### src/rtl/quant_coeff_loader.sv
// -----------------------------------------------------------------------------
// quant_coeff_loader
//
// Watches the software quantiser address/data registers (already in the
// user_clk domain). When the commit toggle (addr bit 31) changes and the
// address register has been steady long enough, it writes one coefficient,
// or a run of identical coefficients, into the quantiser gain RAM through a
// single write port. It also builds a status word for software readback.
//
// Optional build macro:
//   QUANT_LOADER_READBACK_EN - after each write, re-read the word and flag a
//                              sticky mismatch if the RAM does not return it
//                              (3 cycles per word). Undefined: 1 cycle per
//                              word, coef_rd_data ignored, status bit 17 = 0.
//
// Ports:
//   user_clk      fabric clock, rising edge
//   user_rst      synchronous reset, active-high
//   addr_reg_in   [31] commit toggle, [25:16] fill length-1, [ADDR_W-1:0] base
//   data_reg_in   coefficient value
//   coef_addr     RAM address
//   coef_data     RAM write data
//   coef_we       RAM write enable, one word per asserted cycle
//   coef_rd_data  RAM read data, valid one cycle after coef_addr
//   busy          high while a fill (or its verify cycles) is in progress
//   status_out    [15:0] words written, [16] busy, [17] mismatch sticky,
//                 [18] overrun sticky, [31:19] zero
// -----------------------------------------------------------------------------
module quant_coeff_loader #(
    parameter int ADDR_W = 10,
    parameter int DATA_W = 32,
    parameter int SETTLE = 2
) (
    input  logic              user_clk,
    input  logic              user_rst,
    input  logic [31:0]       addr_reg_in,
    input  logic [DATA_W-1:0] data_reg_in,
    output logic [ADDR_W-1:0] coef_addr,
    output logic [DATA_W-1:0] coef_data,
    output logic              coef_we,
    input  logic [DATA_W-1:0] coef_rd_data,
    output logic              busy,
    output logic [31:0]       status_out
);

    localparam logic [3:0] SETTLE_C = 4'(SETTLE);

    typedef enum logic [2:0] {
        ST_INIT  = 3'd0,
        ST_IDLE  = 3'd1,
        ST_WRITE = 3'd2,
        ST_VADDR = 3'd3,
        ST_VCMP  = 3'd4
    } state_t;

    logic [31:0]       r_addr;
    logic [DATA_W-1:0] r_data;
    logic [3:0]        settle_cnt_r;

    state_t            state_r,       state_n;
    logic              last_toggle_r, last_toggle_n;
    logic [ADDR_W-1:0] cur_addr_r,    cur_addr_n;
    logic [9:0]        remaining_r,   remaining_n;
    logic [DATA_W-1:0] coeff_r,       coeff_n;
    logic [15:0]       words_r,       words_n;
    logic              overrun_r,     overrun_n;
    logic              mismatch_r,    mismatch_n;

    logic              toggle_seen_s;
    logic              settled_s;
    logic              fill_s;
    logic              fill_next_s;

`ifndef QUANT_LOADER_READBACK_EN
    // Read data only matters for the verify path.
    logic              unused_rd_s;
    assign unused_rd_s = ^coef_rd_data;
`endif

    // Input capture: loads every cycle, reset included, so that INIT sees the
    // real toggle level that was present while reset was held.
    always_ff @(posedge user_clk) begin
        r_addr <= addr_reg_in;
        r_data <= data_reg_in;
    end

    // Settling counter. Comparing the incoming value with r_addr is the
    // "r_addr changed since last cycle" test evaluated as r_addr is loaded, so
    // the count is 0 in the first cycle r_addr holds a new value.
    always_ff @(posedge user_clk) begin
        if (user_rst) begin
            settle_cnt_r <= 4'd0;
        end else if (addr_reg_in != r_addr) begin
            settle_cnt_r <= 4'd0;
        end else if (settle_cnt_r != SETTLE_C) begin
            settle_cnt_r <= settle_cnt_r + 4'd1;
        end else begin
            settle_cnt_r <= settle_cnt_r;
        end
    end

    assign toggle_seen_s = (r_addr[31] != last_toggle_r);
    assign settled_s     = (settle_cnt_r == SETTLE_C);
    assign fill_s        = (state_r == ST_WRITE) || (state_r == ST_VADDR) ||
                           (state_r == ST_VCMP);
    assign fill_next_s   = (state_n == ST_WRITE) || (state_n == ST_VADDR) ||
                           (state_n == ST_VCMP);

    // Next-state and datapath update.
    always_comb begin
        state_n       = state_r;
        last_toggle_n = last_toggle_r;
        cur_addr_n    = cur_addr_r;
        remaining_n   = remaining_r;
        coeff_n       = coeff_r;
        words_n       = words_r;
        mismatch_n    = mismatch_r;

        case (state_r)
            ST_INIT: begin
                // Adopt whatever toggle level survived reset so it never fires.
                last_toggle_n = r_addr[31];
                state_n       = ST_IDLE;
            end
            ST_IDLE: begin
                if (toggle_seen_s && settled_s) begin
                    cur_addr_n    = r_addr[ADDR_W-1:0];
                    remaining_n   = r_addr[25:16];
                    coeff_n       = r_data;
                    last_toggle_n = r_addr[31];
                    state_n       = ST_WRITE;
                end else begin
                    state_n       = ST_IDLE;
                end
            end
            ST_WRITE: begin
                words_n = words_r + 16'd1;
`ifdef QUANT_LOADER_READBACK_EN
                state_n = ST_VADDR;
`else
                if (remaining_r == 10'd0) begin
                    // Resync so a toggle seen during the fill is not replayed.
                    last_toggle_n = r_addr[31];
                    state_n       = ST_IDLE;
                end else begin
                    remaining_n   = remaining_r - 10'd1;
                    cur_addr_n    = cur_addr_r + ADDR_W'(1);
                    state_n       = ST_WRITE;
                end
`endif
            end
`ifdef QUANT_LOADER_READBACK_EN
            ST_VADDR: begin
                // Address held one cycle so the RAM can return the word.
                state_n = ST_VCMP;
            end
            ST_VCMP: begin
                if (coef_rd_data != coeff_r) begin
                    mismatch_n = 1'b1;
                end else begin
                    mismatch_n = mismatch_r;
                end
                if (remaining_r == 10'd0) begin
                    last_toggle_n = r_addr[31];
                    state_n       = ST_IDLE;
                end else begin
                    remaining_n   = remaining_r - 10'd1;
                    cur_addr_n    = cur_addr_r + ADDR_W'(1);
                    state_n       = ST_WRITE;
                end
            end
`endif
            default: begin
                state_n = ST_INIT;
            end
        endcase

        // A commit arriving mid-fill is dropped and remembered as an overrun.
        if (fill_s && toggle_seen_s) begin
            overrun_n = 1'b1;
        end else begin
            overrun_n = overrun_r;
        end
    end

    // State and datapath registers.
    always_ff @(posedge user_clk) begin
        if (user_rst) begin
            state_r       <= ST_INIT;
            last_toggle_r <= 1'b0;
            cur_addr_r    <= {ADDR_W{1'b0}};
            remaining_r   <= 10'd0;
            coeff_r       <= {DATA_W{1'b0}};
            words_r       <= 16'd0;
            overrun_r     <= 1'b0;
            mismatch_r    <= 1'b0;
        end else begin
            state_r       <= state_n;
            last_toggle_r <= last_toggle_n;
            cur_addr_r    <= cur_addr_n;
            remaining_r   <= remaining_n;
            coeff_r       <= coeff_n;
            words_r       <= words_n;
            overrun_r     <= overrun_n;
            mismatch_r    <= mismatch_n;
        end
    end

    // Registered outputs, built from next-state values so coef_we lines up
    // exactly with the cycles spent in WRITE.
    always_ff @(posedge user_clk) begin
        if (user_rst) begin
            coef_we    <= 1'b0;
            coef_addr  <= {ADDR_W{1'b0}};
            coef_data  <= {DATA_W{1'b0}};
            busy       <= 1'b0;
            status_out <= 32'd0;
        end else begin
            coef_we    <= (state_n == ST_WRITE);
            coef_addr  <= cur_addr_n;
            coef_data  <= coeff_n;
            busy       <= fill_next_s;
            status_out <= {13'd0, overrun_n, mismatch_n, fill_next_s, words_n};
        end
    end

endmodule

### config.mk
export PLATFORM = sky130hd
export DESIGN_NAME = quant_coeff_loader
export DESIGN_NICKNAME = d
export VERILOG_FILES = /design/src/rtl/quant_coeff_loader.sv
export SDC_FILE = /design/constraint.sdc
export NUM_CORES = 1
export LEC_CHECK = 0
export ABC_AREA = 1
export BUFFER_PORTS_ARGS = -buffer_cell sky130_fd_sc_hd__buf_2
export CORE_UTILIZATION = 31
export CTS_CLUSTER_SIZE = 24
export DETAILED_ROUTE_END_ITERATION = 10
export GPL_TIMING_DRIVEN = 0
export PLACE_DENSITY = 0.6
export SETUP_SLACK_MARGIN = 0.02
export SYNTH_ARGS = -nofsm -noshare
export SYNTH_HDL_FRONTEND = slang
export SYNTH_SLANG_ARGS = --single-unit
### constraint.sdc
create_clock -name user_clk -period 4.1 [get_ports user_clk]
set_input_delay 0.205 -clock user_clk [delete_from_list [all_inputs] [get_ports user_clk]]
set_output_delay 0.205 -clock user_clk [all_outputs]
set_load 0.01 [all_outputs]
# [Word level (Yosys, flattened, before mapping)]
# Index checks and enable logic that the tools add are counted.
[word_totals] register_bits=174 out_inout_bits=76
[op_classes] addsub=4 n_eq_ne=14 reduce_logical=14 mux=14
[op_table] operator="$mux 10" count=4
[op_table] operator="$pmux 10 s2" count=2
[op_table] operator="$ne 32x32->1" count=1
[op_table] operator="$add 16x1->16 const B" count=1
[op_table] operator="$mux 16" count=1
[op_table] operator="$eq 3x2->1 const B" count=4
[op_table] operator="$add 10x1->10 const B" count=1
[op_table] operator="$logic_not 10->1" count=1
[op_table] operator="$sub 10x1->10 const B" count=1
[op_table] operator="$eq 3x3->1 const B" count=2
[op_table] operator="$pmux 2 s3" count=1
[op_table] operator="$reduce_and 3->1" count=2
[op_table] operator="$add 4x1->4 const B" count=1
[op_table] operator="$eq 4x2->1 const B" count=1
[op_table] operator="$logic_or 1x1->1" count=4
[op_table] operator="$mux 2" count=2
[op_table] operator="$ne 2x2->1 const B" count=2
[op_table] operator="$ne 4x2->1 const B" count=1
[op_table] operator="$eq 3x1->1 const B" count=1
[op_table] operator="$logic_not 3->1" count=1
[op_table] operator="$mux 1" count=3
[op_table] operator="$pmux 1 s3" count=1
[op_table] operator="$reduce_bool 3->1" count=1
[op_table] operator="$logic_and 1x1->1" count=2
[op_table] operator="other kinds (5)" count=5

# [Depth between registers and ports, before layout]
[depth] ltp_word=7 depth_mapped=12 mapped_depth_nobuf=10

# [Worst setup path after synthesis]
# No wires, ideal clock.
[synth_path] path_kind="reg2reg" from="register remaining_r[0]" to="register coef_addr[6]" t_arrival_ns=1.447 required_ns=3.988 setup_time_ns=0.112 path_slack_ns=2.541 stages_incl_launch_ff=12 period_less_slack_ns=1.559 path_buffers=2 path_cell_list="dfxtp_1 > inv_1 > ha_1 > nand2_1 > nor2_1 > nand2_1 > nand2_2 > nand2_4 > buf_8 > buf_12 > a21oi_2 > nor2_2"
[synth_between] elab_chain_cells=3
[synth_rtl] element="start: declaration" line="63" source="logic [9:0] remaining_r, remaining_n;"
[synth_rtl] element="start signal: assignment" line="201" source="remaining_r <= remaining_n;"
[synth_rtl] element="$logic_not 10->1" line="141" source="if (remaining_r == 10'd0) begin"
[synth_rtl] element="$ne 2x2->1 (no line)"
[synth_rtl] element="$reduce_and 3->1 (no line)"
[synth_rtl] element="end signal: assignment" line="214" source="coef_addr <= {ADDR_W{1'b0}};"
[synth_rtl] element="end signal: assignment" line="220" source="coef_addr <= cur_addr_n;"
[synth_rtl] element="end: declaration" line="38" source="output logic [ADDR_W-1:0] coef_addr,"
# No other way between the ends.
# A chain may end at the register's enable or synchronous reset.

# [Worst setup path after layout]
[layout_path] from="register remaining_r[0]" to="register coef_addr[2]"
# Same word-level chain as after synthesis.

==> impl_metrics.json <==
{
  "status": "completed",
  "cts_tree": "built",
  "placed_cells": 1123,
  "async_reset_ff_share_pct": 0,
  "max_stage_delay_ns": 0.35,
  "row_count": 49,
  "hold_violations": 0,
  "setup_viol": 0,
  "vias_per_cell": 4.31,
  "layout-drive-gt1-share_pct": 21.7,
  "vias": 5248,
  "synth_largest_area_cell": "dfxtp_1",
  "grt_overflow": 0,
  "finalWorstSetupSlack_ns": 2.32,
  "first_pass_iters": 4,
  "numClockSinks": 142,
  "fin_cells": 1219,
  "synth_ff_type": "dfxtp_1",
  "synth.top_cell.area_share_pct": 49.6,
  "antenna_found_initial": 0,
  "tns_ns": 0,
  "synth_mux_area_share_pct": 0,
  "gp_congestion": 0.809,
  "synth_top_family_by_area": "simple AND/OR/NAND/NOR gates",
  "r2r-start": "remaining_r[0]",
  "ys_types": 36,
  "cp_top_family": "simple AND/OR/NAND/NOR gates",
  "cp-end-kind": "flop",
  "finalNetCount": 1080,
  "synth_compound_area_share_pct": 12.1,
  "hold_slack_ns": 0.291,
  "ctsResizeCount": 0,
  "cts_buffers": 17,
  "drv_cap": 0,
  "cts_root_buf": "clkbuf_16",
  "power.leakage_nw": 3.78,
  "holdPathStages": 5,
  "wl_per_cell_um": 11.7,
  "slowest_stage": "dfxtp_1",
  "drv_slew": 0,
  "synthToLayoutAreaGrowth_pct": 38.5,
  "path_buf_inv": 3,
  "start_kind": "flop",
  "final_cell_mix": "nand2_1 (151), dfxtp_1 (142), buf_2 (133)",
  "dp_hpwl_um": 10100,
  "finalPower_mw": 3.17,
  "avgSynthCellArea_um2": 7.60,
  "irDropWorstVdd_mv": 0.307,
  "ctsHtreeMaxLevel": 4,
  "synth-xor-area-share_pct": 1.81,
  "yosys_warnings": 0,
  "path_depth": 11,
  "cp_max_fo": 10,
  "grt_first_pass_wirelength_um": 22400,
  "worst_skew_pair.late_latency_ns": 0.42,
  "synth-simple-area-share_pct": 22.8,
  "ios": 174,
  "power_density_mw_per_mm2": 399,
  "dp_slack_ns": 2.32,
  "worstMarginPinSlew_ns": 0.578,
  "ys_seq_area_share_pct": 49.6,
  "grt_setup_unrepaired": "false",
  "antenna_cells": 0,
  "clkTransAtPathRegs_ns": 0.06,
  "fin_crit_ns": 1.78,
  "crit_start": "remaining_r[0]",
  "hp-start": "user_rst",
  "synthAdderAreaFrac_pct": 1.09,
  "final_common_cell": "nand2_1",
  "drc_errors": 0,
  "port_buffers": 127,
  "grt_usage_pct": 15.2,
  "r2r_cells": 11,
  "die_h_um": 138,
  "min_period_over_period_pct": 43.4,
  "clockBufferDepth": 2,
  "ys_seq_elements": 142,
  "core_area_mm2": 0.0180,
  "slew_headroom_pct": 61.5,
  "arrival_ns": 2.09,
  "fin_skew_ns": 0.0103,
  "synth_area_mm2": 0.00573,
  "cp.required_ns": 4.41,
  "setup.worst_path.class": "reg -> reg",
  "grt_pass1_vias": 4654,
  "synth_cells": 754,
  "hp-class": "in -> reg",
  "drt_iter0_markers": 233,
  "wirelength_um": 14200,
  "yosys-top-cells-area": "dfxtp_1 (50%), nand2_1 (9.9%), inv_1 (7.6%), o21ai_0 (6.4%), nor2_1 (5.4%)",
  "crit_chain": "inv_1, ha_1, nand2_1, nor2_1, nand2_1, nand2_2, nand2_4, buf_8, buf_12, nor2_1, nor2_2",
  "dieArea_mm2": 0.0190,
  "ant_nets": 0,
  "die_x_um": 138,
  "initial_core_util_pct": 31.8,
  "synth_edf_count": 0,
  "grt_max_degree": 17,
  "clock.fmax_ghz": 0.562
}
repair_timing:
item                      CTS  global route
hold buffers               64             0
setup buffers               0             0
hold endpoints to repair   64             0
cell families (layout without fill, tap and decap cells):
kind of cell / Yosys count / count (layout)
xor gates and xnor gates: 11 / 11
DFF: 142 / 142
other: 1 / 14
AOI/OAI and AO/OA: 134 / 134
buffers and inverters: 157 / 380
adders and majority gates: 5 / 5
and+or+nand+nor: 304 / 304
path summary, 6_finish.rpt:
path	to	slack, ns
max reg2reg	coef_addr[2]	2.32
min reg2reg	coef_data[14]	0.44
min	coef_addr[1]	0.29
max	coef_addr[2]	2.32
layout make-up:
type	instances	area, um^2
inverter	117	439
clock buffer	19	443
tap	229	287
fill	1869	10100
clock inverter	13	151
sequential	142	2840
multi-input combinational	468	2220
buffer	40	279
timing repair buffer	191	1280
through the flow:
stage	area [um^2]	utilization [%]
floorplan	5780	-
global placement	6700	37.2
detailed placement	6700	37.2
CTS	7940	44.0
global route	7940	44.0
finish	7940	44.0
tightest hold or removal path, delay by kind of cell:
kind	cells	cell delay, ns
and+or+nand+nor	1	0.03
buffers and inverters	3	0.33
AOI/OAI and AO/OA	1	0.09
Yosys cell counts (6+ instances only):
library cell  count
nor3_1           10
clkbuf_1         10
o21ai_0          73
inv_1           116
buf_2             6
nor2_2           11
nand3_1          27
nand2_1         151
nor2_1           83
nand4_1          11
buf_4            19
dfxtp_1         142
a21oi_1          52
state kept, by name (all words and copies together), names as in the netlist, 4 cells and up:
signal        flops
settle_cnt_r      4
r_data           32
words_r          15
remaining_r      10
coef_data        32
coef_addr        10
r_addr           32
where the power goes:
group	internal [mW]	switching, mW
logic	0.102	0.0839
clock network	0.927	0.627
registers	1.41	0.0149
layer usage:
layer / track usage, % / share of wire, % / wire length, um
met3: 3.25 / 4.5 / 641
met5: 0 / 0 / 0
met1: 19.3 / 46 / 6620
met2: 24.9 / 47 / 6760
met4: 6.04 / 1.6 / 226
Note: power is estimated with default switching activity, not from simulation.
